**src/rtl/gate_bank.sv**
```systemverilog
// Registered eight-function bitwise unit with valid/ready flow control and a
// built-in truth-table sweep that walks the selected operation over all four input pairs.
module gate_bank #(
    parameter int WIDTH = 8,
    parameter int CNT_W = 16
) (
    input  logic             clk,
    input  logic             rst,
    input  logic [2:0]       op,
    input  logic             in_valid,
    output logic             in_ready,
    input  logic [WIDTH-1:0] in_a,
    input  logic [WIDTH-1:0] in_b,
    output logic             out_valid,
    input  logic             out_ready,
    output logic [WIDTH-1:0] out_y,
    output logic             out_zero,
    output logic             out_ones,
    input  logic             sweep_start,
    output logic             sweep_busy,
    output logic             sweep_done,
    output logic [CNT_W-1:0] op_count,
    output logic             dbg_state
);

    // Handshake: a transfer happens on any cycle where valid and ready are both
    // high at the rising edge; valid never depends on ready, ready never on valid.
    typedef enum logic {
        IDLE  = 1'b0,
        SWEEP = 1'b1
    } state_t;

    state_t           state_q, state_d;
    logic [1:0]       k_q, k_d;
    logic [2:0]       sweep_op_q, sweep_op_d;
    logic [WIDTH-1:0] out_y_q, out_y_d;
    logic             out_valid_q, out_valid_d;
    logic [CNT_W-1:0] op_count_q, op_count_d;
    logic             sweep_done_q, sweep_done_d;

    logic slot_free;
    logic accept;

    function automatic logic [WIDTH-1:0] apply_op(input logic [2:0]       f,
                                                  input logic [WIDTH-1:0] a,
                                                  input logic [WIDTH-1:0] b);
        logic [WIDTH-1:0] r;
        case (f)
            3'd0:    r = a & b;
            3'd1:    r = a | b;
            3'd2:    r = ~(a & b);
            3'd3:    r = ~(a | b);
            3'd4:    r = a ^ b;
            3'd5:    r = ~(a ^ b);
            3'd6:    r = ~a;
            default: r = a;
        endcase
        return r;
    endfunction

    assign slot_free = ~out_valid_q | out_ready;
    assign in_ready  = (state_q == IDLE) & ~sweep_start & slot_free;
    assign accept    = in_valid & in_ready;

    always_comb begin
        state_d      = state_q;
        k_d          = k_q;
        sweep_op_d   = sweep_op_q;
        out_y_d      = out_y_q;
        out_valid_d  = out_valid_q;
        op_count_d   = op_count_q;
        sweep_done_d = 1'b0;

        if (out_valid_q & out_ready) begin
            op_count_d = op_count_q + 1'b1;
        end

        case (state_q)
            IDLE: begin
                if (accept) begin
                    out_y_d     = apply_op(op, in_a, in_b);
                    out_valid_d = 1'b1;
                end else if (slot_free) begin
                    out_valid_d = 1'b0;
                end
                if (sweep_start) begin
                    state_d    = SWEEP;
                    sweep_op_d = op;
                    k_d        = 2'd0;
                end
            end
            SWEEP: begin
                // k[1] drives every bit of a, k[0] every bit of b.
                if (slot_free) begin
                    out_y_d     = apply_op(sweep_op_q, {WIDTH{k_q[1]}}, {WIDTH{k_q[0]}});
                    out_valid_d = 1'b1;
                    k_d         = k_q + 2'd1;
                    if (k_q == 2'd3) begin
                        state_d      = IDLE;
                        sweep_done_d = 1'b1;
                    end
                end
            end
            default: state_d = IDLE;
        endcase
    end

    always_ff @(posedge clk or posedge rst) begin
        if (rst) begin
            state_q      <= IDLE;
            k_q          <= 2'd0;
            sweep_op_q   <= 3'd0;
            out_y_q      <= '0;
            out_valid_q  <= 1'b0;
            op_count_q   <= '0;
            sweep_done_q <= 1'b0;
        end else begin
            state_q      <= state_d;
            k_q          <= k_d;
            sweep_op_q   <= sweep_op_d;
            out_y_q      <= out_y_d;
            out_valid_q  <= out_valid_d;
            op_count_q   <= op_count_d;
            sweep_done_q <= sweep_done_d;
        end
    end

    assign out_y      = out_y_q;
    assign out_valid  = out_valid_q;
    assign out_zero   = (out_y_q == '0);
    assign out_ones   = &out_y_q;
    assign sweep_busy = (state_q == SWEEP);
    assign sweep_done = sweep_done_q;
    assign op_count   = op_count_q;
    assign dbg_state  = state_q;

endmodule

```
**config.mk**
```make
export PLATFORM = sky130hd
export DESIGN_NAME = gate_bank
export DESIGN_NICKNAME = d
export VERILOG_FILES = /design/src/rtl/gate_bank.sv
export SDC_FILE = /design/constraint.sdc
export NUM_CORES = 1
export LEC_CHECK = 0
export BUFFER_PORTS_ARGS = -buffer_cell sky130_fd_sc_hd__buf_2
export CAP_MARGIN = 20
export CORE_ASPECT_RATIO = 1.1
export CORE_MARGIN = 8
export CORE_UTILIZATION = 44
export DETAILED_ROUTE_END_ITERATION = 6
export HOLD_SLACK_MARGIN = 0.1
export PLACE_DENSITY_LB_ADDON = 0.08
export SYNTH_ARGS = -nofsm -noshare
export SYNTH_HDL_FRONTEND = slang
export SYNTH_SLANG_ARGS = --single-unit
```
**constraint.sdc**
```tcl
create_clock -name clk -period 2.3 [get_ports clk]
set_input_delay 0.345 -clock clk [delete_from_list [all_inputs] [get_ports clk]]
set_output_delay 0.345 -clock clk [all_outputs]
set_load 0.02 [all_outputs]
```
==> run_results.csv, run 1 <==
group,metric,value,unit
run_status,outcome,"complete, no violations",
global_route,grt_start_max_net_pins,33,
final_layout,stdcell_area,2680,um^2
final_layout,num-nets-final,338,
yosys,synthFlopType,"dfrtp_1",
routing,routed_wl,4950,um
worst_setup_path,worstSetupEndpointType,"primary output",
yosys,async_flop_share,1.00,
clock_tree,clk_pin_slew_worst_paths,0.07,ns
timing,hold_viol,0,
worst_setup_path,crit_type,"reg -> out",
timing,fmax,537,MHz
yosys,synth_top_cell_area_share,0.354,
final_layout,n_antenna_cell,0,
timing,rsz0062_at_grt,"false",
timing,finalSetupViolations,0,
clock_tree,cts_setup_buffers,0,
timing,period_share,0.809,
yosys,yosysTopAreaCell,"dfrtp_1",
die,ioPinCount,55,
final_layout,mostFrequentLayoutCells,"buf_2, dfrtp_1, nor2_1, inv_1, ha_1",
global_route,grt_pass1_wl,8810,um
clock_tree,clk-insertion-delay-late,0.28,ns
final_layout,drive_gt1_frac,0.284,
placed_design,io_buffer_count,54,
pwr,p_leak,1.35,nW
yosys,ys_seq_area_frac,0.354,
clock_tree,clkSinkCount,32,
routing,drt_iter0_drc,77,
yosys,synth_seq_cells,32,
yosys,syn_avg_cell_area,9.39,um^2
clock_tree,cts_buffer_depth,2,
routing,viasPerCell,5.25,
die,start_util,0.452,
global_route,gr-total-overflow,0,
die,core_area,5000,um^2
die,dieArea,7690,um^2
clock_tree,h-tree-depth,2,
min_path,hold_path_class,"in -> async",
clock_tree,ctsHoldBuffers,0,
routing,drc_errors,0,
yosys,synth.distinct_cells,42,
placed_design,dpl-instance-area,2570,um^2
die,die_w,84.4,um
final_layout,syn_to_final_growth,18.4,%
final_layout,final_common_cell,"buf_2",
clock_tree,cts_made_buffers,5,
worst_setup_path,reg2reg_slack,0.55,ns
global_route,antenna_found_initial,0,
timing,slew_viol_final,0,
global_route,track_usage,0.136,
timing,hold_ws,0.140,ns
routing,num_vias,1858,
yosys,yosys_warnings,0,
worst_setup_path,cp.arrival,1.52,ns
routing,post_drt_wl_per_cell,14.0,um
pwr,p_per_area,957,nW/um^2
yosys,synthTopCellsByArea,"dfrtp_1, ha_1, mux2_2, xnor2_1, inv_1",
run,cap_viol_max_count,0,
placed_design,routabilityCongestion,0.796,
yosys,synth_nets,284,
worst_setup_path,crit_required,1.96,ns
timing,tns,0,ns
global_route,first_global_vias,1943,
routing,drtAntennaViolNets,0,
timing,skew,0.00655,ns
routing,firstDrtPassIters,4,
yosys,syn_inst,241,
clock_tree,cts_tree,"done",
timing,period_minus_slack,1.86,ns
die,fp.dieH,91.2,um
yosys,netlist_area,2260,um^2
yosys,synth-edff-count,0,
timing,worstMarginPinSlew,0.588,ns
worst_setup_path,startpoint_type,"register",
clock_tree,post_cts_resized,0,
placed_design,dpl.hpwl,3880,um
die,fp-row-count,27,
clock_tree,root_buffer,"clkbuf_8",
pwr,ir_drop,0.360,mV
timing,slew_headroom,0.608,
worst_setup_path,critPathMaxFanout,4,
-- area by class of cell --
type / count / area, um^2
clock buffers: 6 / 72.6
flip-flops and latches: 32 / 801
well taps: 58 / 72.6
inverters: 21 / 78.8
clock inverters: 2 / 35.0
fillers: 491 / 2320
multi-input cells: 179 / 1330
repair buffers: 56 / 285
-- synth_stat cells (3+ instances only) --
| cell type | instances |
|---|---|
| a21oi_1 | 6 |
| a22oi_1 | 6 |
| a31oi_1 | 8 |
| and3_1 | 5 |
| buf_2 | 4 |
| dfrtp_1 | 32 |
| ha_1 | 19 |
| inv_1 | 21 |
| mux2_2 | 16 |
| mux2i_1 | 6 |
| nand2_1 | 16 |
| nand2b_1 | 7 |
| nand3_1 | 12 |
| nand4_1 | 5 |
| nor2_1 | 21 |
| nor2b_1 | 3 |
| o2111ai_1 | 5 |
| or4_1 | 3 |
| xnor2_1 | 11 |
| xor2_1 | 7 |
-- power by group --
group,switching [W],internal (W)
Combinational,0.000637,0.000442
Clock,0.000203,0.000321
Sequential,0.000204,0.000755
Total,0.00104,0.00152
-- flip-flops by register name (all words and copies together), names as in the netlist --
register and count:
k_q 2, sweep_op_q 3, out_y 8, op_count 16, dbg_state 1, sweep_done 1
out_valid 1
-- cells by family (layout without fill, tap and decap cells) --
group,after synthesis,count (layout),synth area share
buf+inv,30,85,0.0570
compound gates,37,37,0.117
xor+xnor,18,18,0.0697
flops,32,32,0.354
mux,22,22,0.106
fa+ha+maj,19,19,0.105
simple gates,83,83,0.191
-- final timing paths --
kind,startpoint,endpoint,cells after the start
worst max-delay path,out_y[0],out_zero,3
worst min-delay path,rst,op_count[12],3
worst max register to register,k_q[0],out_y[7],6
worst min register to register,op_count[15],op_count[15],1
max in group asynchronous,rst,op_count[1],3
min in group clk,in_valid,out_valid,3
-- through the flow --
stage | cells | utilization | setup WS [ns] | total power, W
finish | 354 | 0.536 | 0.439 | 0.00256
global route | 354 | 0.536 | 0.351 | 0.00276
detailed placement | 346 | 0.514 | 0.454 | 0.00207
CTS | 354 | 0.536 | 0.423 | 0.00260
floorplan | 241 | - | 0.662 | 0.00171
global placement | 346 | 0.514 | 0.500 | 0.00205
-- routing by layer --
layer,global-route usage,wire length [um],share of wire,vias to the layer above
met5,0,0,0,-
met4,0.0609,82,0.017,0
met3,0.0414,286,0.058,5
met2,0.231,2350,0.47,41
met1,0.153,2230,0.45,847
li1,-,-,-,965
-- critical path, cell delays in order, from the launching register on --
cell and delay (ns):
dfrtp_1 0.43, or4_1 0.53, nor2_1 0.10, buf_2 0.17
Note: power is estimated with default switching activity, not from simulation.
==> run 2: changes to the inputs <==
==> constraint.sdc (replaced) <==
create_clock -name clk -period 1.5 [get_ports clk]
set_input_delay 0.225 -clock clk [delete_from_list [all_inputs] [get_ports clk]]
set_output_delay 0.225 -clock clk [all_outputs]
set_load 0.02 [all_outputs]
==> run_results.csv, run 2 (synthesis results as in run 1) <==
group,metric,value,unit
run_status,outcome,"finished with violations",
run_status,violations,"setup timing",
routing,drt_iter0_drc,46,
die,core_area,5000,um^2
placed_design,place_ws,-0.201,ns
pwr,pwr-share-comb,0.517,
die,fp.dieH,91.2,um
timing,hold_viol,0,
final_layout,final_common_cell,"buf_2",
worst_setup_path,reg2reg_slack,-0.22,ns
clock_tree,h-tree-depth,2,
die,ioPinCount,55,
final_layout,n_antenna_cell,0,
timing,period_minus_slack,1.72,ns
worst_setup_path,worstSetupEndpointType,"register",
pwr,ir_drop,0.561,mV
global_route,gr-total-overflow,0,
final_layout,fin_util,0.628,
timing,fmax,581,MHz
final_layout,largest_reg_flops,16,
timing,skew,0.00612,ns
pwr,clkPwrFrac,0.175,
pwr,swShare,0.389,
final_layout,multi_input_area,1420,um^2
min_path,hold_path_class,"in -> reg",
min_path,holdPathEnd,"out_valid",
pwr,pwr-share-seq,0.308,
clock_tree,root_buffer,"clkbuf_8",
clock_tree,cts_made_buffers,5,
routing,routed_wl,5440,um
worst_setup_path,regToRegEndpoint,"out_y[2]",
clock_tree,cts_tree,"done",
timing,slew_viol_final,0,
timing,worstMarginPinSlew,0.364,ns
timing,worst_slack,-0.220,ns
timing,slew_headroom,0.755,
worst_setup_path,r2r_cells,6,
clock_tree,clk-insertion-delay-late,0.28,ns
pwr,p_sw,0.00176,W
global_route,track_usage,0.145,
global_route,grt_pass1_wl,9430,um
routing,firstDrtPassIters,4,
die,dieArea,7690,um^2
routing,num_vias,2082,
min_path,holdCritStartpoint,"in_valid",
clock_tree,clk_pin_slew_worst_paths,0.07,ns
routing,post_drt_wl_per_cell,13.6,um
placed_design,routabilityCongestion,0.772,
routing,viasPerCell,5.19,
final_layout,fillers,429,
timing,rsz0062_at_grt,"true",
global_route,grt_start_max_net_pins,15,
run,cap_viol_max_count,0,
pwr,p_per_area,1440,nW/um^2
final_layout,num-nets-final,385,
routing,drtAntennaViolNets,0,
worst_setup_path,crit_required,1.70,ns
final_layout,drive_gt1_frac,0.420,
min_path,hold_path_depth,3,
global_route,antenna_found_initial,0,
placed_design,dpl.hpwl,4400,um
timing,period_share,1.15,
global_route,first_global_vias,2124,
worst_setup_path,startpoint_type,"register",
worst_setup_path,crit_type,"reg -> reg",
final_layout,syn_to_final_growth,38.8,%
worst_setup_path,r2r_start,"k_q[1]",
die,fp-row-count,27,
routing,drc_errors,0,
clock_tree,clkSinkCount,32,
final_layout,mostFrequentLayoutCells,"buf_2, buf_4, dfrtp_1",
placed_design,io_buffer_count,54,
worst_setup_path,cp.arrival,1.92,ns
final_layout,seqCellArea,805,um^2
die,start_util,0.452,
worst_setup_path,critPathMaxFanout,8,
pwr,internal_power,0.00277,W
timing,finalSetupViolations,9,
clock_tree,cts_buffer_depth,2,
die,die_w,84.4,um
pwr,p_leak,1.62,nW
==> run 2: cell count changes in the layout (fill, tap and decap cells not counted), moves of 2 or more <==
cell     change
nor4_2       -2
dfrtp_1      -3
nor4_4       +2
buf_4       +46
dfrtp_2      +3
or4_4        +2
or4_1        -2
a31oi_1      -2
buf_2        -2
==> run 2: cell type report <==
cell class / instances / share of cell area
Clock buffer: 6 / 0.0231
Clock inverter: 2 / 0.0112
Inverter: 21 / 0.0251
Multi-Input combinational cell: 179 / 0.451
Sequential cell: 32 / 0.256
Tap cell: 58 / 0.0231
Timing Repair Buffer: 103 / 0.211
==> run 2: timing repair <==
item                                    CTS  global route
endpoints found under the setup margin   10            17
endpoints found under the hold margin     7             0
hold buffers                              1             0
buffers inserted                          4             0
pin swaps                                 4             4
gates resized for setup                  10             7
==> run 2: worst max-delay path, cell delays in order (launching register included) <==
cell and delay [ns]:
dfrtp_1 0.39, inv_1 0.06, ha_2 0.16, and2_4 0.15, or3_4 0.32, a211o_4 0.38
a31oi_4 0.18
==> run 2: metal layers <==
metal | wire [um] | GRT usage
met4 | 64 | 0.0490
met3 | 274 | 0.0378
met2 | 2680 | 0.261
met1 | 2420 | 0.162
met5 | 0 | 0
==> run 2: worst max-delay path by stage <==
stage                     startpoint  slack, ns       end
after global routing          k_q[1]      -0.28  out_y[4]
after detailed placement     in_a[7]      -0.20  out_y[7]
after global placement       in_a[7]      -0.19  out_y[7]
after CTS                     k_q[0]      -0.18  out_y[4]
final                         k_q[1]      -0.22  out_y[2]
after floorplan               k_q[0]      -0.07  out_y[2]
==> run 2: metrics by stage <==
stage                     hold WS [ns]  cells  power (W)  instance area (um^2)  TNS [ns]
after global placement           0.203    388    0.00349                  2910     -1.24
after floorplan                  0.341    241    0.00264                  2280    -0.560
after detailed placement         0.209    388    0.00352                  2910     -1.44
after global routing             0.235    401    0.00486                  3140     -2.37
final                            0.235    401    0.00453                  3140     -1.71
after CTS                        0.212    401    0.00448                  3100     -1.45
==> run 2: power by group through the flow <==
stage	combinational [W]	sequential [W]	clock [W]
after global routing	0.00257	0.00144	0.000854
after floorplan	0.000942	0.00170	0
final	0.00234	0.00140	0.000793
after detailed placement	0.00212	0.00140	0
after global placement	0.00209	0.00140	0
after CTS	0.00226	0.00139	0.000824
==> run 3: changes to the inputs <==
--- a/config.mk
+++ b/config.mk
@@ -13,6 +13,7 @@
 export DETAILED_ROUTE_END_ITERATION = 6
 export HOLD_SLACK_MARGIN = 0.1
 export PLACE_DENSITY_LB_ADDON = 0.08
+export RECOVER_POWER = 25
 export SYNTH_ARGS = -nofsm -noshare
 export SYNTH_HDL_FRONTEND = slang
 export SYNTH_SLANG_ARGS = --single-unit
==> run_results.csv, run 3 (synthesis results as in run 1) <==
group,metric,value,unit
clock_tree,cts_made_buffers,5,
pwr,p_leak,1.61,nW
global_route,antenna_found_initial,0,
timing,finalSetupViolations,9,
timing,fmax,581,MHz
timing,period_minus_slack,1.72,ns
final_layout,mostFrequentLayoutCells,"buf_2, buf_4, dfrtp_1",
pwr,p_total,0.00452,W
run_status,violations,"setup timing",
worst_setup_path,cp.arrival,1.92,ns
timing,slew_headroom,0.755,
clock_tree,clkSinkCount,32,
final_layout,n_antenna_cell,0,
die,die_w,84.4,um
worst_setup_path,crit_type,"reg -> reg",
clock_tree,clk_pin_slew_worst_paths,0.07,ns
clock_tree,cts_tree,"done",
timing,skew,0.00613,ns
routing,viasPerCell,5.19,
final_layout,final_common_cell,"buf_2",
global_route,grt_start_max_net_pins,15,
final_layout,drive_gt1_frac,0.414,
pwr,p_per_area,1440,nW/um^2
die,core_area,5000,um^2
timing,slew_viol_final,0,
routing,firstDrtPassIters,4,
run,cap_viol_max_count,0,
global_route,first_global_vias,2124,
timing,tns,-1.72,ns
die,fp-row-count,27,
global_route,track_usage,0.145,
routing,num_vias,2082,
global_route,grt_pass1_wl,9430,um
die,start_util,0.452,
final_layout,syn_to_final_growth,38.4,%
final_layout,num-nets-final,385,
run_status,outcome,"finished with violations",
routing,drc_errors,0,
timing,worstMarginPinSlew,0.364,ns
final_layout,largest_reg_flops,16,
routing,drt_iter0_drc,56,
placed_design,io_buffer_count,54,
timing,worst_slack,-0.221,ns
min_path,hold_path_class,"in -> reg",
worst_setup_path,worstSetupEndpointType,"register",
die,fp.dieH,91.2,um
pwr,ir_drop,0.557,mV
die,dieArea,7690,um^2
die,ioPinCount,55,
routing,post_drt_wl_per_cell,13.6,um
routing,routed_wl,5450,um
routing,drtAntennaViolNets,0,
clock_tree,cts_buffer_depth,2,
global_route,gr-total-overflow,0,
placed_design,dpl.hpwl,4400,um
clock_tree,h-tree-depth,2,
clock_tree,root_buffer,"clkbuf_8",
worst_setup_path,startpoint_type,"register",
clock_tree,clk-insertion-delay-late,0.28,ns
timing,hold_viol,0,
worst_setup_path,crit_required,1.70,ns
timing,period_share,1.15,
timing,rsz0062_at_grt,"true",
worst_setup_path,critPathMaxFanout,8,
placed_design,routabilityCongestion,0.772,
[run 3: changes by cell type in the layout (fill, tap and decap cells not counted)]
| cell | delta |
|---|---|
| buf_4 | -3 |
| clkbuf_1 | +2 |
| clkbuf_2 | +1 |
[run 3: per-layer routing]
metal	vias up	GRT usage	wire, um
met5	-	0	0
met4	0	0.0490	64
met3	5	0.0378	274
met2	47	0.261	2700
met1	976	0.162	2410
li1	1054	-	-
[run 3: area by class of cell]
class	instances	area, um^2
sequential	32	805
multi-input combinational	179	1420
fill	432	1870
tap	58	72.6
clock inverter	2	35.0
clock buffer	6	72.6
timing repair buffer	103	652
inverter	21	78.8
[run 3: through the flow]
| step | utilization | instance area, um^2 | setup slack (ns) | hold slack (ns) | std cells |
|---|---|---|---|---|---|
| after floorplan | - | 2280 | -0.0654 | 0.341 | 241 |
| after global placement | 0.582 | 2910 | -0.187 | 0.203 | 388 |
| after detailed placement | 0.582 | 2910 | -0.201 | 0.209 | 388 |
| after CTS | 0.620 | 3100 | -0.182 | 0.212 | 401 |
| after global routing | 0.626 | 3130 | -0.280 | 0.238 | 401 |
| final | 0.626 | 3130 | -0.221 | 0.236 | 401 |
[run 3: report_power, final]
group / switching (W) / internal, W / leakage (nW) / total (W)
logic: 0.00123 / 0.00110 / 1.16 / 0.00233
clock network: 0.000301 / 0.000492 / 0.0552 / 0.000793
registers: 0.000232 / 0.00116 / 0.394 / 0.00140
[run 3: timing repair]
item / in CTS / in global routing
hold buffers: 1 / 0
pin swaps: 4 / 4
setup endpoints to repair: 10 / 17
gates resized for setup: 10 / 7
endpoints found under the hold margin: 7 / 0
buffers inserted: 4 / 0
[run 3: worst paths after layout]
path                       cells after the start  slack (ns)           end         start
max                                            6       -0.22      out_y[2]        k_q[1]
min                                            3        0.24     out_valid      in_valid
max reg2reg                                    6       -0.22      out_y[2]        k_q[1]
min reg2reg                                    1        0.46  op_count[15]  op_count[15]
max in group asynchronous                      4        0.43   op_count[0]           rst
min in group asynchronous                      3        0.45  op_count[12]           rst
[run 3: worst max-delay path, stage by stage, from the launching register on]
cell	delay, ns
dfrtp_1	0.39
inv_1	0.06
ha_2	0.16
and2_4	0.15
or3_4	0.32
a211o_4	0.38
a31oi_4	0.18
